$ cat src/rtl/uart_rx_fifo_pkg.sv
// uart_rx_fifo_pkg: shared constants and receiver state encoding for uart_rx_fifo.
package uart_rx_fifo_pkg;
    localparam int PARITY_NONE = 0;
    localparam int PARITY_ODD  = 1;
    localparam int PARITY_EVEN = 2;
    localparam int OVERSAMPLE  = 16;
    localparam logic [3:0] MID_SAMPLE = 4'd7;
    typedef enum logic [2:0] {S_IDLE, S_START, S_DATA, S_PARITY, S_STOP} rx_state_t;
endpackage

$ cat src/rtl/uart_rx_fifo_fifo.sv
// uart_fifo_sync: first-word-fall-through FIFO with occupancy count and sticky overrun.
module uart_fifo_sync #(
    parameter int WIDTH = 10,
    parameter int DEPTH = 16
) (
    input  logic                     clk,
    input  logic                     rst_n,
    input  logic                     push,
    input  logic [WIDTH-1:0]         wdata,
    input  logic                     pop,
    input  logic                     clr_err,
    output logic [WIDTH-1:0]         rdata,
    output logic                     full,
    output logic                     empty,
    output logic [$clog2(DEPTH):0]   level,
    output logic                     overrun
);
    localparam int AW = $clog2(DEPTH);
    logic [WIDTH-1:0] mem [DEPTH];
    logic [AW:0] wr_cnt, rd_cnt;
    logic do_push, do_pop;
    assign level   = wr_cnt - rd_cnt;
    assign empty   = level == '0;
    assign full    = level == (AW+1)'(DEPTH);
    assign do_pop  = pop & ~empty;
    // a pop frees the slot for a simultaneous push even when full
    assign do_push = push & (~full | do_pop);
    assign rdata   = empty ? '0 : mem[rd_cnt[AW-1:0]];
    always_ff @(posedge clk or negedge rst_n) begin
        if (!rst_n) begin
            wr_cnt  <= '0;
            rd_cnt  <= '0;
            overrun <= 1'b0;
        end else begin
            if (do_push) wr_cnt <= wr_cnt + 1'b1;
            if (do_pop) rd_cnt <= rd_cnt + 1'b1;
            overrun <= (push & ~do_push) | (overrun & ~clr_err);
        end
    end
    always_ff @(posedge clk) begin
        if (do_push) mem[wr_cnt[AW-1:0]] <= wdata;
    end
endmodule

$ cat src/rtl/uart_rx_fifo.sv
// uart_rx_fifo: 16x oversampling UART receiver with configurable framing,
// per-word error flags and a FWFT receive FIFO.
module uart_rx_fifo
    import uart_rx_fifo_pkg::*;
#(
    parameter int CLK_FREQUENCY  = 125000000,
    parameter int UART_FREQUENCY = 9600,
    parameter int DATA_BITS      = 8,
    parameter int PARITY         = 0,
    parameter int STOP_BITS      = 1,
    parameter int FIFO_DEPTH     = 16
) (
    input  logic                          clk,
    input  logic                          rst_n,
    input  logic                          rx,
    input  logic                          rd_en,
    input  logic                          clr_err,
    output logic [DATA_BITS-1:0]          data,
    output logic                          frame_err,
    output logic                          parity_err,
    output logic                          valid,
    output logic                          full,
    output logic [$clog2(FIFO_DEPTH):0]   level,
    output logic                          overrun
);
    localparam int DIV = CLK_FREQUENCY / (UART_FREQUENCY * OVERSAMPLE);
    localparam int DW  = (DIV > 1) ? $clog2(DIV) : 1;
    logic rx_m, rx_s, rx_d, push, par_err, frm_err, empty, tick, fall, mid;
    logic [DW-1:0] div_cnt;
    logic [3:0] os_cnt, bit_cnt;
    logic [DATA_BITS-1:0] shreg;
    logic [DATA_BITS+1:0] word, head;
    rx_state_t state;
    assign tick = div_cnt == DW'(DIV - 1);
    assign fall = rx_d & ~rx_s;
    assign mid  = tick & (os_cnt == MID_SAMPLE);
    always_ff @(posedge clk or negedge rst_n) begin
        if (!rst_n) begin
            {rx_d, rx_s, rx_m} <= '1;
            state   <= S_IDLE;
            div_cnt <= '0;
            os_cnt  <= '0;
            bit_cnt <= '0;
            shreg   <= '0;
            par_err <= 1'b0;
            frm_err <= 1'b0;
            push    <= 1'b0;
            word    <= '0;
        end else begin
            {rx_d, rx_s, rx_m} <= {rx_s, rx_m, rx};
            push    <= 1'b0;
            div_cnt <= tick ? '0 : div_cnt + 1'b1;
            if (state != S_IDLE && tick) os_cnt <= os_cnt + 1'b1;
            case (state)
                // restarting the divider here centres every later sample on its bit
                S_IDLE: if (fall) begin
                    state   <= S_START;
                    div_cnt <= '0;
                    os_cnt  <= '0;
                end
                S_START: if (mid) begin
                    state   <= rx_s ? S_IDLE : S_DATA;
                    bit_cnt <= '0;
                    frm_err <= 1'b0;
                    par_err <= 1'b0;
                end
                S_DATA: if (mid) begin
                    shreg   <= {rx_s, shreg[DATA_BITS-1:1]};
                    bit_cnt <= bit_cnt + 1'b1;
                    if (bit_cnt == 4'(DATA_BITS - 1)) begin
                        state   <= (PARITY != PARITY_NONE) ? S_PARITY : S_STOP;
                        bit_cnt <= '0;
                    end
                end
                S_PARITY: if (mid) begin
                    par_err <= (PARITY == PARITY_EVEN) ? ^{shreg, rx_s} : ~^{shreg, rx_s};
                    state   <= S_STOP;
                end
                S_STOP: if (mid) begin
                    if (bit_cnt == 4'(STOP_BITS - 1)) begin
                        push  <= 1'b1;
                        word  <= {par_err, frm_err | ~rx_s, shreg};
                        state <= S_IDLE;
                    end else begin
                        frm_err <= frm_err | ~rx_s;
                        bit_cnt <= bit_cnt + 1'b1;
                    end
                end
                default: state <= S_IDLE;
            endcase
        end
    end
    uart_fifo_sync #(.WIDTH(DATA_BITS + 2), .DEPTH(FIFO_DEPTH)) u_fifo (
        .clk(clk), .rst_n(rst_n), .push(push), .wdata(word), .pop(rd_en),
        .clr_err(clr_err), .rdata(head), .full(full), .empty(empty),
        .level(level), .overrun(overrun)
    );
    assign data       = head[DATA_BITS-1:0];
    assign frame_err  = head[DATA_BITS];
    assign parity_err = head[DATA_BITS+1];
    assign valid      = ~empty;
endmodule
$ cat config.mk
export PLATFORM = sky130hd
export DESIGN_NAME = uart_rx_fifo
export DESIGN_NICKNAME = d
export VERILOG_FILES = /design/src/rtl/uart_rx_fifo_pkg.sv /design/src/rtl/uart_rx_fifo_fifo.sv /design/src/rtl/uart_rx_fifo.sv
export SDC_FILE = /design/constraint.sdc
export NUM_CORES = 1
export LEC_CHECK = 0
export ABC_CLOCK_PERIOD_IN_PS = 4800
export CORE_MARGIN = 5
export CORE_UTILIZATION = 61
export DETAILED_ROUTE_END_ITERATION = 16
export PLACE_DENSITY = 0.86
export REMOVE_ABC_BUFFERS = 1
export SLEW_MARGIN = 15
export SYNTH_ARGS = -nofsm -noshare
export SYNTH_HDL_FRONTEND = slang
export SYNTH_SLANG_ARGS = --single-unit
$ cat constraint.sdc
create_clock -name clk -period 4.8 [get_ports clk]
set_input_delay 1.2 -clock clk [delete_from_list [all_inputs] [get_ports clk]]
set_output_delay 1.2 -clock clk [all_outputs]
set_load 0.05 [all_outputs]
==> qor.yml, run 1 <==
outcome:
  status: "complete, no violations"
synthesis:
  synth_top_flop_cell: "edfxtp_1"
  yosysTopAreaCellShare_pct: 53.0
  ys_ff_latch: 216
  yosys-top-cells-area: "edfxtp_1, dfrtp_1, mux4_2"
  yosysUniqueCellTypes: 49
  synth_enable_flop_cells: 160
  yosysWarnings: 0
  ys_top_cells_by_count: "edfxtp_1, dfrtp_1, mux4_2, nand2_1, nor2_1"
  syn-cell-area_um2: 9070
  synthArstFlopShare_pct: 25.9
  yosysMostFrequentCell: "edfxtp_1"
  synth_area_per_cell_um2: 16.5
  yosysSeqAreaShare_pct: 68.5
  synth_cells: 549
  yosysTopAreaCell: "edfxtp_1"
global_route:
  met2_usage_pct: 35.1
  use_met3_pct: 2.90
  gr-usage-met1_pct: 26.0
  grt_pass1_vias: 5037
  grt_pass1_wl_um: 27700
  antenna_found_initial: 0
  busiest_layer: "met2"
  grt_max_degree: 57
  track_usage_pct: 19.9
  grt_overflow: 0
clocking:
  clock-sinks: 216
  numCtsBuffers: 21
  cts.clk_slew.worst_paths_ns: 0.07
  postCtsSetupBuffers: 0
  cts_resized: 0
  clk_latency_ns: 0.49
  cts_tree: "done"
  htree_num_levels: 1
  hold_buffers: 0
  cts-root-buf: "clkbuf_16"
  clk_path_buf_depth: 3
detailed_routing:
  antenna_left: 0
  vias: 4800
  wirelength_um: 16900
  wl_per_cell_um: 21.7
  vias_per_cell: 6.16
  dr.pass1.iters: 5
  drt_iter0_markers: 408
  remaining_drc_errors: 0
critical_path:
  crit_path_start_kind: "flop"
  crit_type: "reg2out"
  worstPathMaxFanout: 15
  arrival_ns: 3.26
  critPathCaptureType: "output port"
  required_ns: 3.60
sta:
  maxClockFrequency_ghz: 0.224
  finalWorstSetupSlack_ns: 0.336
  skew_ns: 0.0160
  whs_ns: 0.355
  finalSetupViolations: 0
  relSlewSlack_pct: 37.2
  drv_slew: 0
  rsz0062_at_grt: "false"
  final_hold_viol_count: 0
  worstMarginPinSlew_ns: 0.937
  fin_crit_sh_pct: 93.0
  fin_crit_ns: 4.46
finish:
  antenna_cells: 0
  nNetsFinal: 602
  drive_gt1_share_pct: 20.3
  area_growth_pct: 11.8
flow_run:
  drv_cap: 0
min_path:
  hold_class: "reg2reg"
pwr:
  p_per_area_nw_per_um2: 506
  p_clk_share_pct: 30.4
  p_comb_share_pct: 28.5
  ir_worst_vdd_uv: 301
  seqPwrFrac_pct: 41.1
  swShare_pct: 31.8
  switchingPower_mw: 1.63
  leakagePower_nw: 4.02
  intPower_mw: 3.50
floorplanning:
  die_y_um: 132
  ioPinCount: 23
  die_x_um: 132
  rows: 44
  core-area_um2: 14500
  start_util_pct: 62.4
  die_area_um2: 17400
place:
  port_buffers: 22
  hpwlAfterDp_um: 10800
  finalWeightedCongestion: 0.833
  pre_cts_slack_ns: 0.913
-- power by group through the flow --
stage,sequential [mW],clock (mW),combinational (mW)
3_3_place_gp,2.14,0,1.43
4_1_cts,2.11,1.58,1.47
6_report,2.11,1.56,1.46
5_1_grt,2.11,1.67,1.55
2_1_floorplan,2.25,0,0.921
3_5_place_dp,2.14,0,1.47
-- placed cells by master, fill, tap and decap left out, types with 4 or more instances in the layout --
cell / instances
edfxtp_1: 160
dfrtp_1: 52
mux4_2: 40
nand2_1: 37
nor2_1: 24
clkbuf_16: 21
buf_4: 21
mux2_2: 19
inv_1: 17
nand3_1: 17
and3_1: 16
xor2_1: 15
ha_1: 14
mux2i_1: 12
xnor2_1: 12
o21ai_0: 12
and2_1: 12
a211oi_1: 10
nor3_1: 8
clkdlybuf4s50_1: 8
clkbuf_1: 6
a21oi_1: 5
nand2b_1: 5
nand3b_1: 4
clkinv_1: 4
-- kinds of logic (layout without fill, tap and decap cells) --
logic type	Yosys count	in the layout	share of synthesized area, %
flip-flops	216	216	68.5
multiplexers	71	71	13.6
XOR/XNOR	28	28	2.86
buffers and inverters	38	84	1.64
adder cells (fa/ha/maj)	15	15	2.15
AO/OA/AOI/OAI	36	36	2.58
AND/OR/NAND/NOR	145	145	8.67
-- final timing paths --
path / start / to / slack (ns) / cells after the start
min in group asynchronous: rst_n / state[0] / 0.84 / 2
hold reg to reg: rx_m / rx_s / 0.35 / 0
max in group asynchronous: rst_n / u_fifo.rd_cnt[0] / 3.45 / 2
setup reg to reg: u_fifo.rd_cnt[2] / u_fifo.mem[4][5] / 1.23 / 8
setup / recovery: u_fifo.rd_cnt[3] / parity_err / 0.34 / 8
hold / removal: rx_m / rx_s / 0.35 / 0
-- sequential cells by signal (all words and copies together) (netlist names), 3 cells and up --
name	flops
shreg	8
bit_cnt	4
u_fifo.rd_cnt	5
div_cnt	10
os_cnt	4
u_fifo.wr_cnt	5
state	3
u_fifo.mem	160
word	10
-- layer usage --
| layer | up-vias | wire length (um) |
|---|---|---|
| li1 | 2159 | - |
| met1 | 2455 | 6590 |
| met2 | 160 | 9090 |
| met3 | 26 | 915 |
| met4 | 0 | 340 |
| met5 | - | 0 |
-- worst max-delay path, cell delays in order, from the launching register on --
cell and delay, ns:
dfrtp_1 0.63, inv_1 0.32, ha_1 0.45, nor3b_1 0.30, nand4b_1 0.22, a2bb2oi_1 0.21, buf_4 0.26, a211oi_1 0.11
buf_4 0.24
-- area by class of cell --
class,instances,area [um2]
sequential,216,6210
fill,939,4400
multi-input combinational,295,2720
clock buffer,28,562
timing repair buffer,31,263
tap,184,230
clock inverter,8,85.1
inverter,17,63.8
-- metrics by stage --
step | std cells | utilization [%] | TNS, ns | instance area, um2 | power (mW)
after global routing | 779 | 69.7 | 0 | 10100 | 5.33
after detailed placement | 743 | 65.3 | 0 | 9490 | 3.61
after floorplan | 528 | - | -141.06 | 8980 | 3.17
after CTS | 779 | 69.7 | 0 | 10100 | 5.16
after global placement | 743 | 65.3 | 0 | 9490 | 3.57
final | 779 | 69.7 | 0 | 10100 | 5.12
No activity file was read; power rests on OpenSTA's default activity.
==> run 2: changes to the inputs <==
- ABC_CLOCK_PERIOD_IN_PS: 4800 -> 5400
- CORE_MARGIN: 5 -> default
- CORE_UTILIZATION: 61 -> 62
- PLACE_DENSITY: 0.86 -> 0.87
- clock period: 4.8 -> 5.4 ns (I/O delays scaled with it)
==> run 2 against run 1 <==
Register-to-register slack lost 0.16 ns. Via count grew 1.0%. Non-clock buffer count is the same. Clock skew shrank 0.0084 ns. Setup slack gained 0.034 ns. Utilization grew 2.2 points. First-iteration DRC count shrank 17%. Final cell count shrank 0.51%. Critical path type unchanged. Largest cell class unchanged. Highest routed layer unchanged.
==> qor.yml, run 2 (synthesized netlist as in run 1, its figures left out) <==
clocking:
  cts_tree: "done"  # unchanged
  hold_buffers: 0  # unchanged
  htree_num_levels: 1  # unchanged
  numCtsBuffers: 21  # unchanged
  cts_resized: 0  # unchanged
  cts.clk_slew.worst_paths_ns: 0.06  # was 0.07 ns
  cts-root-buf: "clkbuf_16"  # unchanged
  clk_path_buf_depth: 3  # unchanged
  clk_latency_ns: 0.48  # was 0.49 ns
  postCtsSetupBuffers: 0  # unchanged
  clock-sinks: 216  # unchanged
global_route:
  grt_max_degree: 57  # unchanged
  grt_overflow: 0  # unchanged
  track_usage_pct: 24.8  # was 19.9%
  grt_pass1_wl_um: 27400  # was 27700 um
  antenna_found_initial: 0  # unchanged
  grt_pass1_vias: 5032  # was 5037
critical_path:
  critPathCaptureType: "output port"  # unchanged
  slowest_delay_ns: 0.82  # was 0.63 ns
  crit_slowest_cell: "clkdlybuf4s50_1"  # was dfrtp_1
  path_common_cell: "a21oi_1"  # was buf_4
  required_ns: 4.05  # was 3.60 ns
  worstPathMaxFanout: 22  # was 15
  crit_path_start_kind: "flop"  # unchanged
  crit_type: "reg2out"  # unchanged
  path_cells: "buf_4, inv_1, ha_1, a21oi_1, nand4b_1, a21oi_1, clkdlybuf4s50_1"  # was inv_1, ha_1, nor3b_1, nand4b_1, a2bb2oi_1, buf_4, a211oi_1, buf_4
  arrival_ns: 3.68  # was 3.26 ns
place:
  hpwlAfterDp_um: 11000  # was 10800 um
  pre_cts_slack_ns: 0.915  # was 0.913 ns
  dpl_cell_area_um2: 9470  # was 9490 um2
  finalWeightedCongestion: 0.774  # was 0.833
  port_buffers: 22  # unchanged
finish:
  nNetsFinal: 602  # unchanged
  final_common_cell: "edfxtp_1"  # unchanged
  largest_reg_flops: 160  # unchanged
  final_cell_mix: "edfxtp_1, dfrtp_1, mux4_2"  # unchanged
  multiInputGateArea_um2: 2720  # about the same
  drive_gt1_share_pct: 20.2  # was 20.3%
  fillers: 842  # was 939
  area_growth_pct: 11.8  # about the same
  antenna_cells: 0  # unchanged
  regArea_um2: 6210  # unchanged
  final_area_um2: 10100  # about the same
sta:
  maxClockFrequency_ghz: 0.199
  finalWorstSetupSlack_ns: 0.370  # was 0.336 ns
  finalSetupViolations: 0  # unchanged
  rsz0062_at_grt: "false"  # unchanged
  drv_slew: 0  # unchanged
  final_hold_viol_count: 0  # unchanged
  relSlewSlack_pct: 22.7  # was 37.2%
  skew_ns: 0.00759  # was 0.0160 ns
  worstMarginPinSlew_ns: 1.16  # was 0.937 ns
  fin_crit_sh_pct: 93.2
  fin_crit_ns: 5.03
  whs_ns: 0.357  # was 0.355 ns
flow_run:
  drv_cap: 0  # unchanged
pwr:
  power.total_mw: 4.58  # was 5.12 mW
  leakagePower_nw: 4.03  # was 4.02 nW
  p_comb_share_pct: 28.1  # was 28.5%
  ir_worst_vdd_uv: 245  # was 301 uV
  switchingPower_mw: 1.45  # was 1.63 mW
  p_per_area_nw_per_um2: 452  # was 506 nW/um2
  p_clk_share_pct: 31.1  # was 30.4%
  swShare_pct: 31.6  # was 31.8%
  intPower_mw: 3.14  # was 3.50 mW
  seqPwrFrac_pct: 40.8  # was 41.1%
detailed_routing:
  drt_iter0_markers: 339  # was 408
  wl_per_cell_um: 22.6  # was 21.7 um
  antenna_left: 0  # unchanged
  vias_per_cell: 6.26  # was 6.16
  remaining_drc_errors: 0  # unchanged
  wirelength_um: 17500  # was 16900 um
  dr.pass1.iters: 5  # unchanged
  vias: 4848  # was 4800
floorplanning:
  core-area_um2: 14100  # was 14500 um2
  die_x_um: 123  # was 132 um
  rows: 43  # was 44
  start_util_pct: 64.3  # was 62.4%
  ioPinCount: 23  # unchanged
  die_area_um2: 15100  # was 17400 um2
  die_y_um: 123  # was 132 um
outcome:
  status: "complete, no violations"  # unchanged
min_path:
  hold_class: "reg2reg"  # unchanged
-- run 2: worst paths after layout --
path	depth (start not counted)	to	from	slack [ns]
max reg2reg	8	u_fifo.mem[9][4]	u_fifo.rd_cnt[2]	1.07
min in group asynchronous	2	shreg[7]	rst_n	1.00
min reg2reg	0	rx_s	rx_m	0.36
max in group asynchronous	2	u_fifo.rd_cnt[0]	rst_n	3.87
min	0	rx_s	rx_m	0.36
max	7	full	u_fifo.rd_cnt[2]	0.37
-- run 2: power by group through the flow --
stage	clock, mW	combinational [mW]	sequential, mW
2_1_floorplan	0	0.818	2.00
3_3_place_gp	0	1.27	1.90
3_5_place_dp	0	1.29	1.90
4_1_cts	1.44	1.30	1.87
5_1_grt	1.50	1.37	1.88
6_report	1.42	1.29	1.87
-- run 2: critical path: cells and delay by family (launching register included) --
kind	cells	cell delay, ns
and+or+nand+nor	1	0.26
adders and majority gates	1	0.40
AOI/OAI and AO/OA	2	0.50
buffers and inverters	3	1.66
DFF	1	0.36
-- run 2: through the flow --
step / setup TNS, ns / util [%] / instances
6_report: 0 / 71.9 / 775
5_1_grt: 0 / 71.9 / 775
4_1_cts: 0 / 71.9 / 775
3_5_place_dp: 0 / 67.2 / 739
3_3_place_gp: 0 / 67.2 / 739
2_1_floorplan: -37.03 / - / 528
-- run 2: per-layer routing --
layer  up-vias  global-route usage [%]  routed length [um]
li1       2161                       -                   -
met1      2507                    31.7                6930
met2       149                    44.0                9330
met3        31                    3.51                 816
met4         0                    7.47                 423
met5         -                       0                   0
-- run 2: final cells by class --
| type | instances | area share [%] |
|---|---|---|
| Clock buffer | 25 | 5.33 |
| Tap cell | 180 | 2.22 |
| Multi-Input combinational cell | 295 | 26.8 |
| Clock inverter | 11 | 1.23 |
| Sequential cell | 216 | 61.3 |
| Timing Repair Buffer | 31 | 2.52 |
| Inverter | 17 | 0.630 |
